### src/rtl/issue_class_scheduler_pkg.sv
// Shared types and default sizes for the issue-class scheduler.
// Latency: n/a (declarations only).
// Backpressure: n/a.
//
// Exports the IssueClass enum, the default queue geometry and the path types
// sized for that geometry. The RTL modules take their parameter defaults from
// here.
package issue_class_scheduler_pkg;

  typedef enum logic [2:0] {
    ISSUE_CLASS_INT     = 3'd0,
    ISSUE_CLASS_COMPLEX = 3'd1,
    ISSUE_CLASS_LOAD    = 3'd2,
    ISSUE_CLASS_STORE   = 3'd3,
    ISSUE_CLASS_FP      = 3'd4
  } IssueClass;

  localparam int ISSUE_CLASS_NUM       = 5;
  localparam int ISSUE_QUEUE_ENTRY_NUM = 16;
  localparam int ISSUE_BLOCK_LAT       = 8;

  typedef logic [ISSUE_QUEUE_ENTRY_NUM-1:0]                IssueQueueOneHotPath;
  typedef logic [$clog2(ISSUE_QUEUE_ENTRY_NUM+1)-1:0]      ClassCountPath;
  typedef logic [$clog2(ISSUE_BLOCK_LAT+1)-1:0]            BlockCounterPath;

endpackage

### src/rtl/issue_class_block_timer.sv
// Busy timer for one unpipelined unit plus lowest-index blocking grant.
// Latency: busy rises the cycle after load and lasts BLOCK_LAT cycles.
// Backpressure: no grant is given while busy.
//
// Ports: clk, rst (async, active low), candidates (waiting blocking entries
// of this class), load (a blocking entry of this class issued this cycle),
// busy (counter != 0), grant (one-hot lowest candidate, 0 while busy).
module issue_class_block_timer
  import issue_class_scheduler_pkg::*;
#(
  parameter int ENTRY_NUM = ISSUE_QUEUE_ENTRY_NUM,
  parameter int BLOCK_LAT = ISSUE_BLOCK_LAT
) (
  input  logic                 clk,
  input  logic                 rst,
  input  logic [ENTRY_NUM-1:0] candidates,
  input  logic                 load,
  output logic                 busy,
  output logic [ENTRY_NUM-1:0] grant
);

  localparam int CW = $clog2(BLOCK_LAT + 1);

  logic [CW-1:0] count;

  // A load while still counting simply restarts the unit.
  always_ff @(posedge clk or negedge rst) begin
    if (!rst) begin
      count <= '0;
    end else if (load) begin
      count <= CW'(BLOCK_LAT);
    end else if (count != '0) begin
      count <= count - CW'(1);
    end
  end

  assign busy = (count != '0);

  // x & -x isolates the lowest set bit.
  always_comb begin
    grant = '0;
    if (!busy) begin
      grant = candidates & (~candidates + ENTRY_NUM'(1));
    end
  end

endmodule

### src/rtl/issue_class_scheduler.sv
// Issue-queue tracker: per-entry waiting/class state, per-class request vectors,
// self-timed busy tracking for unpipelined units, per-class waiting counts.
// Latency: dispatch->request 1 cycle, issue/flush->drop 1 cycle. Backpressure: stall holds issue.
//
// Ports: clk, rst (async, active low), stall, write/writePtr/writeClass/
// writeBlocking (dispatch ports), selectedVector (one-hot per select port),
// flushVector; outputs notIssued, issueReq (class-major), classBusy,
// classCount (class-major), oldReq.
// Optional macro RSD_ISSUE_SCHED_AGE_EN adds per-entry age counters driving oldReq.
module issue_class_scheduler
  import issue_class_scheduler_pkg::*;
#(
  parameter int ENTRY_NUM      = ISSUE_QUEUE_ENTRY_NUM,
  parameter int DISPATCH_WIDTH = 2,
  parameter int ISSUE_WIDTH    = 4,
  parameter int CLASS_NUM      = ISSUE_CLASS_NUM,
  parameter int BLOCK_LAT      = ISSUE_BLOCK_LAT,
  parameter int AGE_MAX        = 15
) (
  input  logic                                          clk,
  input  logic                                          rst,
  input  logic                                          stall,
  input  logic [DISPATCH_WIDTH-1:0]                     write,
  input  logic [DISPATCH_WIDTH*$clog2(ENTRY_NUM)-1:0]   writePtr,
  input  logic [DISPATCH_WIDTH*$clog2(CLASS_NUM)-1:0]   writeClass,
  input  logic [DISPATCH_WIDTH-1:0]                     writeBlocking,
  input  logic [ISSUE_WIDTH*ENTRY_NUM-1:0]              selectedVector,
  input  logic [ENTRY_NUM-1:0]                          flushVector,
  output logic [ENTRY_NUM-1:0]                          notIssued,
  output logic [CLASS_NUM*ENTRY_NUM-1:0]                issueReq,
  output logic [CLASS_NUM-1:0]                          classBusy,
  output logic [CLASS_NUM*$clog2(ENTRY_NUM+1)-1:0]      classCount,
  output logic [ENTRY_NUM-1:0]                          oldReq
);

  localparam int PW   = $clog2(ENTRY_NUM);
  localparam int CLW  = $clog2(CLASS_NUM);
  localparam int CNTW = $clog2(ENTRY_NUM + 1);

  logic [ENTRY_NUM-1:0] not_issued;
  logic [CLW-1:0]       entry_class [ENTRY_NUM];
  logic [ENTRY_NUM-1:0] entry_blocking;

  logic [ENTRY_NUM-1:0] issued, clear, disp, accept;
  logic [CLW-1:0]       disp_class [ENTRY_NUM];
  logic [ENTRY_NUM-1:0] disp_blocking;

  function automatic logic [CNTW-1:0] popcnt(input logic [ENTRY_NUM-1:0] v);
    logic [CNTW-1:0] n;
    n = '0;
    for (int i = 0; i < ENTRY_NUM; i++) n = n + CNTW'(v[i]);
    return n;
  endfunction

  always_comb begin
    issued = '0;
    for (int p = 0; p < ISSUE_WIDTH; p++) issued = issued | selectedVector[p*ENTRY_NUM +: ENTRY_NUM];
    if (stall) issued = '0;
  end

  assign clear = issued | flushVector;

  always_comb begin
    disp          = '0;
    disp_blocking = '0;
    for (int e = 0; e < ENTRY_NUM; e++) disp_class[e] = '0;
    for (int i = 0; i < DISPATCH_WIDTH; i++) begin
      if (write[i]) begin
        disp[writePtr[i*PW +: PW]]          = 1'b1;
        disp_class[writePtr[i*PW +: PW]]    = writeClass[i*CLW +: CLW];
        disp_blocking[writePtr[i*PW +: PW]] = writeBlocking[i];
      end
    end
  end

  // A dispatch colliding with a clear of the same entry is dropped.
  assign accept = disp & ~clear;

  always_ff @(posedge clk or negedge rst) begin
    if (!rst) begin
      not_issued <= '0;
    end else begin
      not_issued <= (not_issued & ~clear) | accept;
    end
  end

  // Payload is meaningless until not_issued is set, so it carries no reset.
  always_ff @(posedge clk) begin
    for (int e = 0; e < ENTRY_NUM; e++) begin
      if (disp[e]) begin
        entry_class[e]    <= disp_class[e];
        entry_blocking[e] <= disp_blocking[e];
      end
    end
  end

  assign notIssued = not_issued;

  for (genvar c = 0; c < CLASS_NUM; c++) begin : g_class
    logic [ENTRY_NUM-1:0] member, blk_wait, grant, disp_member;
    logic [CNTW-1:0]      count_q, add, rem;
    logic                 busy;

    always_comb begin
      member      = '0;
      disp_member = '0;
      for (int e = 0; e < ENTRY_NUM; e++) begin
        member[e]      = not_issued[e] && (entry_class[e] == CLW'(c));
        disp_member[e] = accept[e] && (disp_class[e] == CLW'(c));
      end
    end

    assign blk_wait = member & entry_blocking;

    issue_class_block_timer #(
      .ENTRY_NUM (ENTRY_NUM),
      .BLOCK_LAT (BLOCK_LAT)
    ) u_timer (
      .clk        (clk),
      .rst        (rst),
      .candidates (blk_wait),
      .load       (|(blk_wait & issued)),
      .busy       (busy),
      .grant      (grant)
    );

    assign issueReq[c*ENTRY_NUM +: ENTRY_NUM] = (member & ~entry_blocking) | grant;
    assign classBusy[c] = busy;

    assign add = popcnt(disp_member);
    assign rem = popcnt(member & clear);

    always_ff @(posedge clk or negedge rst) begin
      if (!rst) begin
        count_q <= '0;
      end else begin
        count_q <= count_q + add - rem;
      end
    end

    assign classCount[c*CNTW +: CNTW] = count_q;

    always @(posedge clk) begin
      if (rst) begin
        assert (int'(count_q) + int'(add) >= int'(rem) &&
                int'(count_q) + int'(add) - int'(rem) <= ENTRY_NUM)
          else $error("classCount out of range for class %0d", c);
      end
    end
  end

`ifdef RSD_ISSUE_SCHED_AGE_EN
  localparam int AW = $clog2(AGE_MAX + 1);

  logic [AW-1:0] age [ENTRY_NUM];

  always_ff @(posedge clk or negedge rst) begin
    if (!rst) begin
      for (int e = 0; e < ENTRY_NUM; e++) age[e] <= '0;
    end else begin
      for (int e = 0; e < ENTRY_NUM; e++) begin
        if (disp[e]) begin
          age[e] <= '0;
        end else if (not_issued[e] && !issued[e] && age[e] != AW'(AGE_MAX)) begin
          age[e] <= age[e] + AW'(1);
        end
      end
    end
  end

  always_comb begin
    oldReq = '0;
    for (int e = 0; e < ENTRY_NUM; e++) oldReq[e] = not_issued[e] && (age[e] == AW'(AGE_MAX));
  end
`else
  assign oldReq = '0;
`endif

  always @(posedge clk) begin
    if (rst) begin
      assert (BLOCK_LAT >= 1 && AGE_MAX >= 1) else $error("bad latency/age parameters");
      for (int i = 0; i < DISPATCH_WIDTH; i++) begin
        if (write[i]) begin
          assert (!not_issued[writePtr[i*PW +: PW]]) else $error("dispatch to waiting entry");
          for (int j = i + 1; j < DISPATCH_WIDTH; j++) begin
            assert (!(write[j] && writePtr[j*PW +: PW] == writePtr[i*PW +: PW]))
              else $error("duplicate writePtr");
          end
        end
      end
      for (int e = 0; e < ENTRY_NUM; e++) begin
        automatic int n = 0;
        for (int p = 0; p < ISSUE_WIDTH; p++) n += int'(selectedVector[p*ENTRY_NUM + e]);
        assert (n <= 1) else $error("entry %0d selected by several ports", e);
        assert (n == 0 || not_issued[e]) else $error("entry %0d selected while not waiting", e);
      end
    end
  end

endmodule
### config.mk
export PLATFORM = sky130hd
export DESIGN_NAME = issue_class_scheduler
export DESIGN_NICKNAME = d
export VERILOG_FILES = /design/src/rtl/issue_class_scheduler_pkg.sv /design/src/rtl/issue_class_block_timer.sv /design/src/rtl/issue_class_scheduler.sv
export SDC_FILE = /design/constraint.sdc
export NUM_CORES = 1
export LEC_CHECK = 0
export CAP_MARGIN = 10
export CORE_ASPECT_RATIO = 0.5
export CORE_MARGIN = 3
export CORE_UTILIZATION = 55
export CTS_CLUSTER_SIZE = 20
export DETAILED_ROUTE_END_ITERATION = 10
export PLACE_DENSITY = 0.84
export SKIP_LAST_GASP = 1
export SLEW_MARGIN = 20
export SYNTH_ARGS = -nofsm -noshare
export SYNTH_HDL_FRONTEND = slang
export SYNTH_SLANG_ARGS = --single-unit
### constraint.sdc
create_clock -name clk -period 6.9 [get_ports clk]
set_input_delay 0.69 -clock clk [delete_from_list [all_inputs] [get_ports clk]]
set_output_delay 0.69 -clock clk [all_outputs]
set_load 0.05 [all_outputs]
==> results of run 1 <==
[per-layer routing]
metal	global-route usage (%)	up-vias	wire (um)
li1	-	6325	-
met1	55.1	7076	22100
met2	57.2	1414	23600
met3	26.1	293	12600
met4	14.8	0	3050
met5	0	-	0
[critical path: cells and delay by family]
kind                       cells  cell delay, ns
and+or+nand+nor                3            1.17
xor gates and xnor gates       1            0.15
AOI/OAI and AO/OA              2            0.51
buffers and inverters          4            0.69
adders and majority gates      8            3.77
[path summary, 6_finish.rpt]
kind                                                            to  depth (start not counted)
max                                g_class[3].count_q[3]$_DFF_PN0_                         18
min reg2reg                g_class[4].u_timer.count[3]$_DFFE_PN0P_                          1
max reg2reg                        g_class[2].count_q[3]$_DFF_PN0_                         16
max in group asynchronous          g_class[2].count_q[0]$_DFF_PN0_                          2
min                        g_class[4].u_timer.count[3]$_DFFE_PN0P_                          1
min in group clk           g_class[4].u_timer.count[3]$_DFFE_PN0P_                          1
[stage by stage]
step                util (%)  setup TNS (ns)  cells  setup WS, ns
finish                  71.1               0   2276         0.250
global route            71.1               0   2275        0.0342
CTS                     71.1               0   2275         0.390
detailed placement      68.5        -0.00317   2243      -0.00317
global placement        68.5               0   2243         0.183
floorplan                  -               0   1667         0.879
[kinds of logic after synthesis]
kind of cell,after synthesis,synth area share (%)
compound gates,286,13.9
xor+xnor,40,2.39
fa+ha+maj,190,23.4
buf+inv,293,8.22
flops,125,23.5
mux,12,0.862
other cells,1,0.0256
simple gates,705,27.7
[sequential cells by signal (all words and copies together), names as in the netlist]
name / cells
entry_blocking: 16
g_class.u_timer.count: 20
g_class.count_q: 25
notIssued: 16
entry_class: 48
[synth_stat cells (7+ instances only)]
| master | instances | area (um2) |
|---|---|---|
| a22o_1 | 34 | 298 |
| nor3b_1 | 15 | 113 |
| and3_1 | 7 | 43.8 |
| or3_1 | 17 | 106 |
| edfxtp_1 | 64 | 1920 |
| nand3b_1 | 21 | 158 |
| nand4b_1 | 8 | 70.1 |
| nand3_1 | 47 | 235 |
| nor2b_1 | 19 | 119 |
| or4b_2 | 9 | 90.1 |
| xor2_1 | 9 | 78.8 |
| dfrtp_1 | 61 | 1530 |
| o21a_1 | 15 | 113 |
| a211oi_1 | 13 | 97.6 |
| a22oi_1 | 15 | 113 |
| fa_1 | 140 | 2800 |
| a2111oi_0 | 7 | 61.3 |
| buf_2 | 9 | 45.0 |
| a21oi_1 | 60 | 300 |
| and2_1 | 8 | 50.1 |
| nand4bb_1 | 17 | 191 |
| nand4_1 | 25 | 156 |
| ha_1 | 50 | 626 |
| nor4_1 | 25 | 156 |
| nor4_2 | 8 | 100 |
| nand2_1 | 114 | 428 |
| nor3_1 | 84 | 420 |
| o22ai_1 | 23 | 144 |
| nand2b_1 | 37 | 231 |
| inv_1 | 223 | 837 |
| buf_4 | 23 | 173 |
| nor2_1 | 169 | 634 |
| and4b_1 | 10 | 100 |
| nor4bb_1 | 14 | 140 |
| or2_2 | 12 | 75.1 |
| mux2i_1 | 7 | 70.1 |
| xnor2_1 | 31 | 272 |
| clkbuf_1 | 35 | 131 |
| o31ai_1 | 10 | 75.1 |
| o21ai_0 | 44 | 220 |
[area by class of cell]
cell class | instances | area, um2
multi-input cells | 1249 | 10100
inverters | 224 | 841
flip-flops and latches | 125 | 3450
diodes | 1 | 2.50
fillers | 1903 | 7420
well taps | 344 | 430
clock inverters | 8 | 95.1
clock buffers | 24 | 556
repair buffers | 301 | 2820
[where the power goes]
group          switching, W  internal (W)  leakage, nW
clock network      0.000379      0.000633        0.328
registers          0.000151      0.000976         1.22
logic               0.00162       0.00123         5.72
==> metrics.md, run 1 <==
| Metric | Value |
|---|---|
| Peak VDD IR | `381 uV` |
| Via count | `15100` |
| CTS buffer count | `17` |
| PwrDens | `roughly 270 mW/mm2` |
| Chip Width | `roughly 240 um` |
| Worst-margin pin slew | `1.13 ns` |
| Vias in the first global route | `14200` |
| Final hold viol count | `0` |
| Post-cts gate resize count | `0` |
| Via-to-Cell Ratio | `roughly 6.6` |
| Sequential area share after synthesis | `23.5%` |
| I/O pins | `between 200 and 250` |
| Avg WL per Cell | `roughly 27 um` |
| Slew Viols, Final | `0` |
| Drt drc | `7` |
| Cell mode on critical path | `fa_1` |
| Most frequent cells in the layout | `clkdlybuf4s50_1 (225), inv_1 (223), nor2_1 (169)` |
| Largest net degree at the start of global routing | `55` |
| Worst R2R Start | `notIssued[2]$_DFF_PN0_` |
| CTS clk-pin slew, worst paths | `0.06 ns` |
| Post-route ant nets | `0` |
| GRT overflow | `0` |
| TritonCTS Sinks | `between 100 and 150` |
| Crit-path max FO | `5` |
| Mapped Cells | `1652` |
| Critical path type | `in2reg` |
| Clock Path Buffers | `2` |
| Power Total | `approximately 0.005 W` |
| Mean Syn Cell Area | `8.87 um2` |
| Drt pass-1 iters | `11` |
| FMAX | `around 0.15 GHz` |
| Critical path startpoint | `write[0]` |
| Fin area | `roughly 0.018 mm2` |
| H-tree depth | `4` |
| CP cell instances | `clkdlybuf4s50_1 > or3b_1 > a211oi_2 > a22oi_1 > nor3_1 > nand3_1 > fa_1 > fa_1 > inv_1 > fa_1 > fa_1 > inv_1 > fa_1 > fa_1 > inv_1 > ha_1 > fa_1 > xor2_1` |
| Worst Skew | `0.0223 ns` |
| Post-layout min period | `approximately 6.6 ns` |
| DP Wirelength | `roughly 50000 um` |
| FF-to-FF setup slack | `between 1 and 1.5 ns` |
| RSZ-0062 raised after global routing | `false` |
| Failing checks | `design-rule violations` |
| Synth warn | `0` |
| Mapped Area | `about 0.015 mm2` |
| Post-synth ARST share | `~49%` |
| Slowest-stage cell, CP | `fa_1` |
| Buffers on Ports | `226` |
| Min Hold Slack | `between 0.03 and 0.04 ns` |
| CP endpoint kind | `flip-flop` |
| Dominant synthesized flop cell | `edfxtp_1` |
| Lkg Pwr | `between 7 and 8 nW` |
| Max-cap violations | `0` |
| CTS tree | `yes` |
| Hold buffers post-CTS | `0` |
| Nets | `about 2200` |
| Arr. time, crit path | `between 6 and 7 ns` |
| Final setup fails | `0` |
| CTS root buf | `clkbuf_16` |
| Layout cells sized above 1 | `under 10%` |
| DR iter-0 viols | `3082` |
| Yosys cell types | `87` |
| Outcome | `finished, violations left` |
| Area growth from synthesis to layout | `24.7%` |
| Overall Global Routing Usage | `between 40% and 50%` |
| Clk Latency, worst-skew pair | `0.47 ns` |
| Total Die Area | `around 0.029 mm2` |
| Worst setup SP type | `primary input` |
| Height of the die | `around 120 um` |
| Final worst path period share | `between 90% and 100%` |
| Initial antenna violation count | `0` |
| Register bit total from synthesis | `approximately 130` |
| Postcts setup bufs | `0` |
| Most common cell after layout, fill and taps aside | `clkdlybuf4s50_1` |
| Placer Congestion | `approximately 1.2` |
| Post-synth EDFFs | `between 60 and 70` |
| Relative slew slack | `between 20% and 30%` |
| CP Data Required Time | `about 7.2 ns` |
| Worst min-delay path category | `in2async` |
| Critical Path Max Stage Delay | `slightly below 0.6 ns` |
| Row count | `41` |
| Post-DP Area | `~0.018 mm2` |
| Final wirelength | `61200 um` |
| Core Area | `around 0.026 mm2` |
| First-pass GRT wire length | `a little under 90000 um` |
| Initial core utilization | `a little under three fifths` |
Note: power is estimated with default switching activity, not from simulation.
==> run 2: changes to the inputs <==
- clock period: 6.9 -> 7.95 ns (I/O delays scaled with it)
==> metrics.md, run 2 (same netlist as run 1, synthesis figures left out) <==
| Metric | Value |
|---|---|
| Outcome | `finished, final reports clean` |
| Worst setup SP type | `primary input` |
| Placer Congestion | `1.16 (-6.0%)` |
| Largest net degree at the start of global routing | `55 (unchanged)` |
| Fin worst setup slack | `1.16 ns (+0.906 ns)` |
| Worst-margin pin slew | `1.15 ns (+0.0179 ns)` |
| FF-to-FF setup slack | `2.07 ns (+0.98 ns)` |
| TritonCTS Sinks | `125 (unchanged)` |
| Post-Place Setup Slack | `0.753 ns (+0.756 ns)` |
| First-pass GRT wire length | `91300 um (+3.1%)` |
| Post-route ant nets | `0 (unchanged)` |
| Worst Skew | `0.0166 ns (-0.00567 ns)` |
| Peak VDD IR | `476 uV (+25%)` |
| Post-cts gate resize count | `0 (unchanged)` |
| CTS clk-pin slew, worst paths | `0.06 ns (about the same)` |
| Via-to-Cell Ratio | `6.58 (-0.81%)` |
| Slowest-stage cell, CP | `or3b_1` |
| Buffers on Ports | `226 (unchanged)` |
| Most frequent cells in the layout | `clkdlybuf4s50_1 (225), inv_1 (223), nor2_1 (169)` |
| Overall Global Routing Usage | `44.5% (+2.1 points)` |
| CP Data Required Time | `8.31 ns (+1.07 ns)` |
| CP endpoint kind | `flip-flop` |
| Postcts setup bufs | `0 (unchanged)` |
| Initial antenna violation count | `0 (unchanged)` |
| Setup_tns | `0 ns (unchanged)` |
| Reg2reg path depth | `15 (-1)` |
| Worst min-delay path category | `in2async` |
| Total Die Area | `0.0288 mm2 (unchanged)` |
| H-tree depth | `4 (unchanged)` |
| Clk Latency, worst-skew pair | `0.45 ns (-0.02 ns)` |
| Final hold viol count | `0 (unchanged)` |
| Nets | `2166 (-1.9%)` |
| CTS buffer count | `17 (unchanged)` |
| Drt drc | `0 (-7)` |
| Drt pass-1 iters | `8 (-3)` |
| Largest register FFs | `48 (unchanged)` |
| Power Total | `0.00429 W (-14%)` |
| Chip Width | `237 um (unchanged)` |
| Final setup fails | `0 (unchanged)` |
| Avg WL per Cell | `28.7 um (+6.6%)` |
| Worst R2R Start | `entry_class[0][0]$_DFFE_PN_` |
| Most common cell after layout, fill and taps aside | `clkdlybuf4s50_1` |
| Reg with most FFs | `entry_class` |
| Vias in the first global route | `13700 (-3.7%)` |
| Height of the die | `121 um (unchanged)` |
| Clock Path Buffers | `2 (unchanged)` |
| Final wirelength | `64100 um (+4.6%)` |
| Initial core utilization | `57.0% (unchanged)` |
| Crit-path max FO | `14 (+9)` |
| Min Hold Slack | `0.160 ns (+0.122 ns)` |
| I/O pins | `243 (unchanged)` |
| Fin area | `0.0179 mm2 (-1.9%)` |
| Row count | `41 (unchanged)` |
| Lkg Pwr | `7.04 nW (-3.2%)` |
| CTS root buf | `clkbuf_16` |
| Post-layout min period | `approximately 6.8 ns` |
| DR iter-0 viols | `2559 (-17%)` |
| CP cell instances | `clkdlybuf4s50_1 > or3b_1 > a211oi_2 > a22oi_1 > nor3_1 > nand2_1 > fa_1 > fa_1 > fa_1 > inv_1 > fa_1 > fa_1 > inv_1 > fa_1 > inv_1 > ha_1 > a21o_1 > a21oi_1 > xnor2_1` |
| Fill count | `2010 (+5.6%)` |
| RSZ-0062 raised after global routing | `false` |
| Via count | `14700 (-2.7%)` |
| GRT overflow | `0 (unchanged)` |
| Post-DP Area | `0.0173 mm2 (-1.7%)` |
| Slew Viols, Final | `0 (unchanged)` |
| FMAX | `roughly 0.15 GHz` |
| DP Wirelength | `53500 um (+7.1%)` |
| Area growth from synthesis to layout | `22.3%` |
| Arr. time, crit path | `7.15 ns (+0.16 ns)` |
| CTS tree | `yes` |
| Relative slew slack | `22.7% (-1.2 points)` |
| Layout cells sized above 1 | `7.10% (-2.2 points)` |
| Critical path type | `in2reg` |
| Max-cap violations | `0 (unchanged)` |
| Critical Path Max Stage Delay | `0.62 ns (+0.03 ns)` |
| Final worst path period share | `a little under nine tenths` |
| Biggest regs | `entry_class: 48 flops, g_class.count_q: 25 flops, g_class.u_timer.count: 20 flops` |
| Core Area | `0.0257 mm2 (unchanged)` |
| Hold buffers post-CTS | `0 (unchanged)` |
| Cell mode on critical path | `fa_1` |
| R2R Path End | `g_class[0].count_q[4]$_DFF_PN0_` |
| PwrDens | `239 mW/mm2 (-12%)` |
run 2: worst max-delay path: cells and delay by family:
kind | cells | cell delay (ns)
buffers and inverters | 4 | 0.71
xor gates and xnor gates | 1 | 0.17
AOI/OAI and AO/OA | 4 | 0.99
adders and majority gates | 7 | 3.33
and+or+nand+nor | 3 | 1.16
run 2: stage by stage:
step | cells | utilization, %
2_1_floorplan | 1667 | -
3_3_place_gp | 2200 | 67.3
3_5_place_dp | 2200 | 67.3
4_1_cts | 2232 | 69.7
5_1_grt | 2232 | 69.8
6_report | 2233 | 69.8
run 2: worst max-delay path by stage:
stage,startpoint,endpoint,slack (ns),depth (start not counted)
finish,write[0],g_class[0].count_q[4]$_DFF_PN0_,1.16,19
global route,write[0],g_class[3].count_q[3]$_DFF_PN0_,0.85,18
CTS,write[0],g_class[3].count_q[3]$_DFF_PN0_,1.21,18
detailed placement,write[0],g_class[3].count_q[3]$_DFF_PN0_,0.75,18
global placement,write[0],g_class[3].count_q[3]$_DFF_PN0_,0.90,18
floorplan,writePtr[3],g_class[3].count_q[3]$_DFF_PN0_,1.82,19
run 2: power breakdown:
group	internal [W]	switching, W
Clock	0.000522	0.000326
Sequential	0.000847	0.000132
Combinational	0.00105	0.00141
run 2: layer usage:
layer,wire length [um],track usage [%],vias to the layer above
met1,25100,61.0,7102
li1,-,-,6230
met5,231,7.49,-
met3,11900,24.4,176
met2,24400,58.3,1190
met4,2470,14.3,4
run 2: cell type report:
cell class	count	area [um2]	share of cell area [%]
antenna	1	2.50	0.0140
clock buffer	20	437	2.44
clock inverter	12	170	0.949
inverter	224	841	4.69
multi-input combinational	1249	10100	56.3
sequential	125	3450	19.2
tap	344	430	2.40
timing repair buffer	258	2500	13.9
